<file path="config.mk">
export PLATFORM = sky130hd
export DESIGN_NAME = avalon_mm_slave_regs_flat
export DESIGN_NICKNAME = d
export VERILOG_FILES = /design/src/rtl/avalon_mm_slave_regs_if.sv /design/src/rtl/avalon_mm_slave_regs.sv /design/src/flat_wrapper.sv
export SDC_FILE = /design/constraint.sdc
export NUM_CORES = 1
export LEC_CHECK = 0
export ABC_AREA = 1
export ABC_CLOCK_PERIOD_IN_PS = 1850
export BUFFER_PORTS_ARGS = -buffer_cell sky130_fd_sc_hd__buf_2
export CORE_ASPECT_RATIO = 1.1
export CORE_UTILIZATION = 30
export CTS_CLUSTER_SIZE = 25
export DETAILED_ROUTE_END_ITERATION = 8
export GPL_TIMING_DRIVEN = 0
export SLEW_MARGIN = 20
export SYNTH_ARGS = -nofsm -noshare
export SYNTH_HDL_FRONTEND = slang
export SYNTH_SLANG_ARGS = --single-unit
</file>
<file path="constraint.sdc">
create_clock -name CLK -period 1.85 [get_ports CLK]
set_input_delay 0.37 -clock CLK [delete_from_list [all_inputs] [get_ports CLK]]
set_output_delay 0.37 -clock CLK [all_outputs]
set_load 0.05 [all_outputs]
</file>
<file path="src/rtl/avalon_mm_slave_regs_if.sv">
// Avalon-MM bus bundle for avalon_mm_slave_regs.
// With AVALON_MM_SLAVE_RESPONSE_EN defined the bundle also carries RESPONSE.
//
// Handshake: the master raises READ or WRITE and holds ADDRESS, BYTE_ENABLE,
// WRITEDATA and the request stable while WAITREQUEST is high; the transfer
// completes in the single cycle WAITREQUEST is low, and READDATA (and RESPONSE
// when present) are valid in that cycle.
interface avalon_mm_slave_regs_if;
    logic [31:0] ADDRESS;
    logic [3:0]  BYTE_ENABLE;
    logic        READ;
    logic        WRITE;
    logic [31:0] WRITEDATA;
    logic [31:0] READDATA;
    logic        WAITREQUEST;
`ifdef AVALON_MM_SLAVE_RESPONSE_EN
    logic [1:0]  RESPONSE;

    modport master (
        output ADDRESS, BYTE_ENABLE, READ, WRITE, WRITEDATA,
        input  READDATA, WAITREQUEST, RESPONSE
    );
    modport slave (
        input  ADDRESS, BYTE_ENABLE, READ, WRITE, WRITEDATA,
        output READDATA, WAITREQUEST, RESPONSE
    );
`else
    modport master (
        output ADDRESS, BYTE_ENABLE, READ, WRITE, WRITEDATA,
        input  READDATA, WAITREQUEST
    );
    modport slave (
        input  ADDRESS, BYTE_ENABLE, READ, WRITE, WRITEDATA,
        output READDATA, WAITREQUEST
    );
`endif
endinterface

</file>
<file path="src/rtl/avalon_mm_slave_regs.sv">
// avalon_mm_slave_regs: 16 x 32-bit Avalon-MM register file with a fixed
// number of wait states per transfer. Word 0 is a read-only ID register.
// Optional feature macro: AVALON_MM_SLAVE_RESPONSE_EN adds RESPONSE on the
// bus (2'b11 DECODEERROR in ACK for out-of-range addresses, else 2'b00).
//
// Transfer shape: IDLE sees a request -> WAIT for WAIT_CYCLES+1 cycles ->
// ACK for one cycle (WAITREQUEST low) -> IDLE. Dropping the request in WAIT
// aborts with no side effects. Read data is registered on the WAIT->ACK edge;
// writes land on the edge that ends ACK, using what the master drives in ACK.
module avalon_mm_slave_regs #(
    parameter int unsigned WAIT_CYCLES = 2,
    parameter logic [31:0] ID_VALUE    = 32'hA5A5_0001
) (
    input  logic                         CLK,
    input  logic                         RESET_N,
    avalon_mm_slave_regs_if.slave        bus,
    output logic [1:0]                   FSM_STATE
);

    typedef enum logic [1:0] {
        IDLE = 2'd0,
        WAIT = 2'd1,
        ACK  = 2'd2
    } state_t;

    // Counter width covers the 0..15 wait-state range.
    localparam logic [3:0] WAIT_LOAD = WAIT_CYCLES[3:0];

    state_t      state;
    state_t      state_next;
    logic [3:0]  wait_cnt;
    logic [3:0]  wait_cnt_next;

    logic [31:0] regs [0:15];
    logic [31:0] rdata_q;
    logic [31:0] read_word;

    logic        any_req;
    logic        in_range;
    logic [3:0]  word_idx;
    logic        load_rdata;
    logic        do_write;

    // Byte-lane offset bits carry no meaning for a word-wide register file.
    logic        unused_addr_bits;
    assign unused_addr_bits = ^bus.ADDRESS[1:0];

    assign any_req  = bus.READ | bus.WRITE;
    assign in_range = (bus.ADDRESS[31:6] == 26'd0);
    assign word_idx = bus.ADDRESS[5:2];

    // Word 0 is the constant ID; anything outside the 64-byte window reads 0.
    assign read_word = !in_range          ? 32'h0000_0000 :
                       (word_idx == 4'd0) ? ID_VALUE      :
                                            regs[word_idx];

    // State register and wait counter; reset abandons any transfer in flight.
    always_ff @(posedge CLK or negedge RESET_N) begin
        if (!RESET_N) begin
            state    <= IDLE;
            wait_cnt <= 4'd0;
        end else begin
            state    <= state_next;
            wait_cnt <= wait_cnt_next;
        end
    end

    // Next-state, wait counter and the strobes that commit reads and writes.
    always_comb begin
        state_next    = state;
        wait_cnt_next = wait_cnt;
        load_rdata    = 1'b0;
        do_write      = 1'b0;
        case (state)
            IDLE: begin
                if (any_req) begin
                    state_next    = WAIT;
                    wait_cnt_next = WAIT_LOAD;
                end
            end
            WAIT: begin
                if (!any_req) begin
                    // Master withdrew the request: drop it without side effects.
                    state_next    = IDLE;
                    wait_cnt_next = 4'd0;
                end else if (wait_cnt == 4'd0) begin
                    state_next = ACK;
                    // A simultaneous READ and WRITE is a write; READDATA holds.
                    load_rdata = bus.READ & ~bus.WRITE;
                end else begin
                    wait_cnt_next = wait_cnt - 4'd1;
                end
            end
            ACK: begin
                state_next = IDLE;
                // WRITE is re-sampled here; word 0 and out-of-range are dropped.
                do_write   = bus.WRITE & in_range & (word_idx != 4'd0);
            end
            default: begin
                state_next    = IDLE;
                wait_cnt_next = 4'd0;
            end
        endcase
    end

    // Register file: byte-masked update on the edge that ends ACK.
    always_ff @(posedge CLK or negedge RESET_N) begin
        if (!RESET_N) begin
            for (int i = 0; i < 16; i++) begin
                regs[i] <= 32'h0000_0000;
            end
        end else if (do_write) begin
            for (int b = 0; b < 4; b++) begin
                if (bus.BYTE_ENABLE[b]) begin
                    regs[word_idx][8*b +: 8] <= bus.WRITEDATA[8*b +: 8];
                end
            end
        end
    end

    // Read data register: loads on WAIT->ACK of a read, then holds.
    always_ff @(posedge CLK or negedge RESET_N) begin
        if (!RESET_N) begin
            rdata_q <= 32'h0000_0000;
        end else if (load_rdata) begin
            rdata_q <= read_word;
        end
    end

    assign bus.READDATA    = rdata_q;
    assign bus.WAITREQUEST = (state != ACK);
    assign FSM_STATE       = state;

`ifdef AVALON_MM_SLAVE_RESPONSE_EN
    // Decode status follows the address presented in ACK; quiet otherwise.
    assign bus.RESPONSE = ((state == ACK) && !in_range) ? 2'b11 : 2'b00;
`endif

endmodule

</file>
<file path="src/flat_wrapper.sv">
// flat-port wrapper written by rule: the top's interface ports become plain ports
module avalon_mm_slave_regs_flat 
#(
    parameter int unsigned WAIT_CYCLES = 2,
    parameter logic [31:0] ID_VALUE    = 32'hA5A5_0001
)
  (CLK, RESET_N, FSM_STATE, bus_ADDRESS, bus_BYTE_ENABLE, bus_READ, bus_WRITE, bus_WRITEDATA, bus_READDATA, bus_WAITREQUEST);
  avalon_mm_slave_regs_if bus_i ();
  input  logic CLK;
  input  logic RESET_N;
  output logic [1:0] FSM_STATE;
  input wire logic [$bits(bus_i.ADDRESS)-1:0] bus_ADDRESS;
  input wire logic [$bits(bus_i.BYTE_ENABLE)-1:0] bus_BYTE_ENABLE;
  input wire logic [$bits(bus_i.READ)-1:0] bus_READ;
  input wire logic [$bits(bus_i.WRITE)-1:0] bus_WRITE;
  input wire logic [$bits(bus_i.WRITEDATA)-1:0] bus_WRITEDATA;
  output wire logic [$bits(bus_i.READDATA)-1:0] bus_READDATA;
  output wire logic [$bits(bus_i.WAITREQUEST)-1:0] bus_WAITREQUEST;
  assign bus_i.ADDRESS = bus_ADDRESS;
  assign bus_i.BYTE_ENABLE = bus_BYTE_ENABLE;
  assign bus_i.READ = bus_READ;
  assign bus_i.WRITE = bus_WRITE;
  assign bus_i.WRITEDATA = bus_WRITEDATA;
  assign bus_READDATA = bus_i.READDATA;
  assign bus_WAITREQUEST = bus_i.WAITREQUEST;
  avalon_mm_slave_regs #(.WAIT_CYCLES(WAIT_CYCLES), .ID_VALUE(ID_VALUE)) u_core (.CLK(CLK), .RESET_N(RESET_N), .bus(bus_i), .FSM_STATE(FSM_STATE));
endmodule
</file>
==> flow_summary.ini <==
[drt]
wl_per_cell_um = 21.44
vias = 27110
dr.pass1.iters = 8
antenna_left = 0
first_iter_violations = 3145
drc = 0
post_drt_via_cell_ratio = 5.272
routed_wl_mm = 110.3

[critical_path]
worstSetupPathType = input pin to flop
cp_max_fo = 10
setup.worst_path.end_class = flop
worst-endpoint-required_ps = 2420
arrival_ps = 2420
cp-start-kind = input pin

[grt]
grt_pass1_wl_mm = 163.7
grt_max_degree = 92
grt_overflow = 0
antenna_found_initial = 7
grt_pass1_vias = 26140
grtUsageTotal_pct = 23.22

[sta]
layout_setup_ws_ps = 7.995
rsz0062_at_grt = true
skew_ps = 17.04
setup_viol = 0
max_slew_margin_pct = 27.04
fmaxAchievable_mhz = 542.9
fin_crit_sh_pct = 99.57
worstMarginPinSlew_ps = 1094
hold_violations = 67
slew_viol_final = 0
timing.final.crit_period_ps = 1842
timing.hold.ws_ps = -337.7

[clock_network]
cts.sinks = 543
cts_tree = yes
root_buffer = clkbuf_16
htree_levels = 2
cts_made_buffers = 54
clk_latency_ps = 640
cts_buffer_depth = 3
clk_pin_slew_worst_paths_ps = 60

[power_and_ir_drop]
p_sw_share_pct = 27.23
p_switching_w = 0.007144
p_int_w = 0.01909
combPwrFrac_pct = 10.0
peakVddDrop_mv = 0.7203
p_leak_nw = 17.67
pwr-share-clk_pct = 44.3
pwr-share-seq_pct = 45.7
powerDensity_nw_per_um2 = 799.7
power_w = 0.02623

[placement]
gp_congestion = 0.9620
post-place-ws_ps = -1376
dp_hpwl_mm = 81.18
portBuffers = 99

[status]
status = finished with violations
violations = hold timing

[floorplan]
coreArea_um2 = 91150
top_level_ports = 107
die_w_um = 291.4
die_h_um = 320.4
rows = 116
initial_core_util_pct = 30.33
die_area_um2 = 93370

[run]
drv_cap = 0

[cells_and_area]
final_common_cell = nand2_1
fin_nets = 3988
drive_gt1_share_pct = 12.37
final_cell_mix = nand2_1 (2,008), dfrtp_1 (541), nand4_1 (507), clkbuf_1 (160), buf_2 (152)
areaGrowthSynthToFinish_pct = 18.66

[yosys]
postSynthRegisterBits = 543
synth_area_per_cell_um2 = 7.465
netlist_area_um2 = 27640
ys.warnings.count = 0
ys.flop_type = dfrtp_1
synthDistinctLibCells = 27
synthArstFlopShare_pct = 100.0
synth_seq_area_share_pct = 49.15
netlist_instances = 3703
synth_edf_count = 0
synth_nets = 3777

[min_path]
hold_path_class = input pin to async pin
==> critical path, cell delays in order <==
cell and delay [ps]:
buf_6 210, inv_2 160, nor2_2 200, buf_2 370
buf_2 450, nand2_1 100, nand3_1 120, nand2_1 60
nand2_1 140, o21ai_1 130, nand2_1 80
==> metrics by stage <==
| step | TNS (ps) | cell area, µm² | util, % | hold WS, ps | cells |
|---|---|---|---|---|---|
| floorplan | 0 | 27650 | - | 74.41 | 3703 |
| global placement | -6430420 | 29630 | 32.50 | 440.4 | 4982 |
| detailed placement | -286040 | 29800 | 32.70 | 348.6 | 4988 |
| CTS | -1161 | 32410 | 35.55 | -326.6 | 5128 |
| global route | -277.7 | 32790 | 35.98 | -298.3 | 5139 |
| finish | 0 | 32800 | 35.99 | -337.7 | 5143 |
==> synthesized netlist by cell type, types with 2 or more instances <==
cell type  number  area share, %
a21oi_1        11           0.20
a31oi_1         2          0.045
buf_1          21           0.29
buf_2         110            2.0
buf_4          21           0.57
buf_6           2          0.081
clkbuf_1      158            2.1
dfrtp_1       543             49
ha_1            2          0.091
inv_1          53           0.72
inv_2          18           0.24
inv_4           2          0.045
nand2_1      2015             27
nand3_1       114            2.1
nand4_1       507             11
nand4_2        36            1.6
nor2_1         36           0.49
nor2_2          8           0.18
nor2_4         13           0.53
o21ai_0        18           0.33
o21ai_1         6           0.11
xor2_1          2          0.063
==> flip-flops by register name, indices dropped and copies added, names as in the netlist <==
register             flops
u_core.regs            505
u_core.bus.READDATA     32
u_core.wait_cnt          4
u_core.FSM_STATE         2
==> repair_timing <==
| item | 4_1_cts | 5_1_grt |
|---|---|---|
| setup buffers | 44 | 7 |
| endpoints found under the hold margin | 67 | 67 |
| cloned | 1 | 0 |
| resized for setup | 98 | 98 |
| pin swaps | 17 | 5 |
| setup endpoints to repair | 513 | 511 |
==> power groups by stage <==
stage,Clock (W),Combinational (W),Sequential (W)
3_5_place_dp,0,0.00220,0.0122
4_1_cts,0.0117,0.00244,0.0120
5_1_grt,0.0122,0.00275,0.0120
3_3_place_gp,0,0.00214,0.0122
6_report,0.0116,0.00262,0.0120
2_1_floorplan,0,0.000969,0.0123
==> path summary, 6_finish.rpt <==
kind                                    start                       to  slack (ps)  cells after the start
max                            bus_ADDRESS[3]  u_core.bus.READDATA[29]           8                     11
min                                   RESET_N         u_core.regs[254]        -340                      1
max reg2reg                u_core.wait_cnt[0]   u_core.bus.READDATA[5]          40                     12
min reg2reg                  u_core.regs[501]         u_core.regs[501]         460                      1
max in group asynchronous             RESET_N         u_core.regs[332]         540                      4
min in group CLK             bus_WRITEDATA[7]         u_core.regs[455]          60                      3
==> layout make-up <==
type / count / area (µm²)
timing repair buffer: 157 / 1132
tap: 1180 / 1476
inverter: 73 / 286.5
multi-input combinational: 2775 / 12740
antenna: 9 / 22.52
clock inverter: 16 / 192.7
clock buffer: 80 / 1610
fill: 9678 / 58340
sequential: 543 / 13590
buffer: 310 / 1755
==> routing by layer <==
layer / global-route usage (%) / up-vias / wire length, µm
met5: 0.6746 / - / 64
met4: 15.06 / 2 / 7477
met3: 4.338 / 305 / 8918
met2: 37.02 / 1288 / 50050
met1: 28.75 / 12960 / 43770
li1: - / 12560 / -
==> cells by family after synthesis <==
family / after synthesis / synth area share [%]
xor gates and xnor gates: 2 / 0.06338
and+or+nand+nor: 2732 / 43.88
buffers and inverters: 385 / 6.083
AOI/OAI and AO/OA: 39 / 0.7333
adders and majority gates: 2 / 0.09051
DFF: 543 / 49.15
Power figures use the tool's default switching activity.
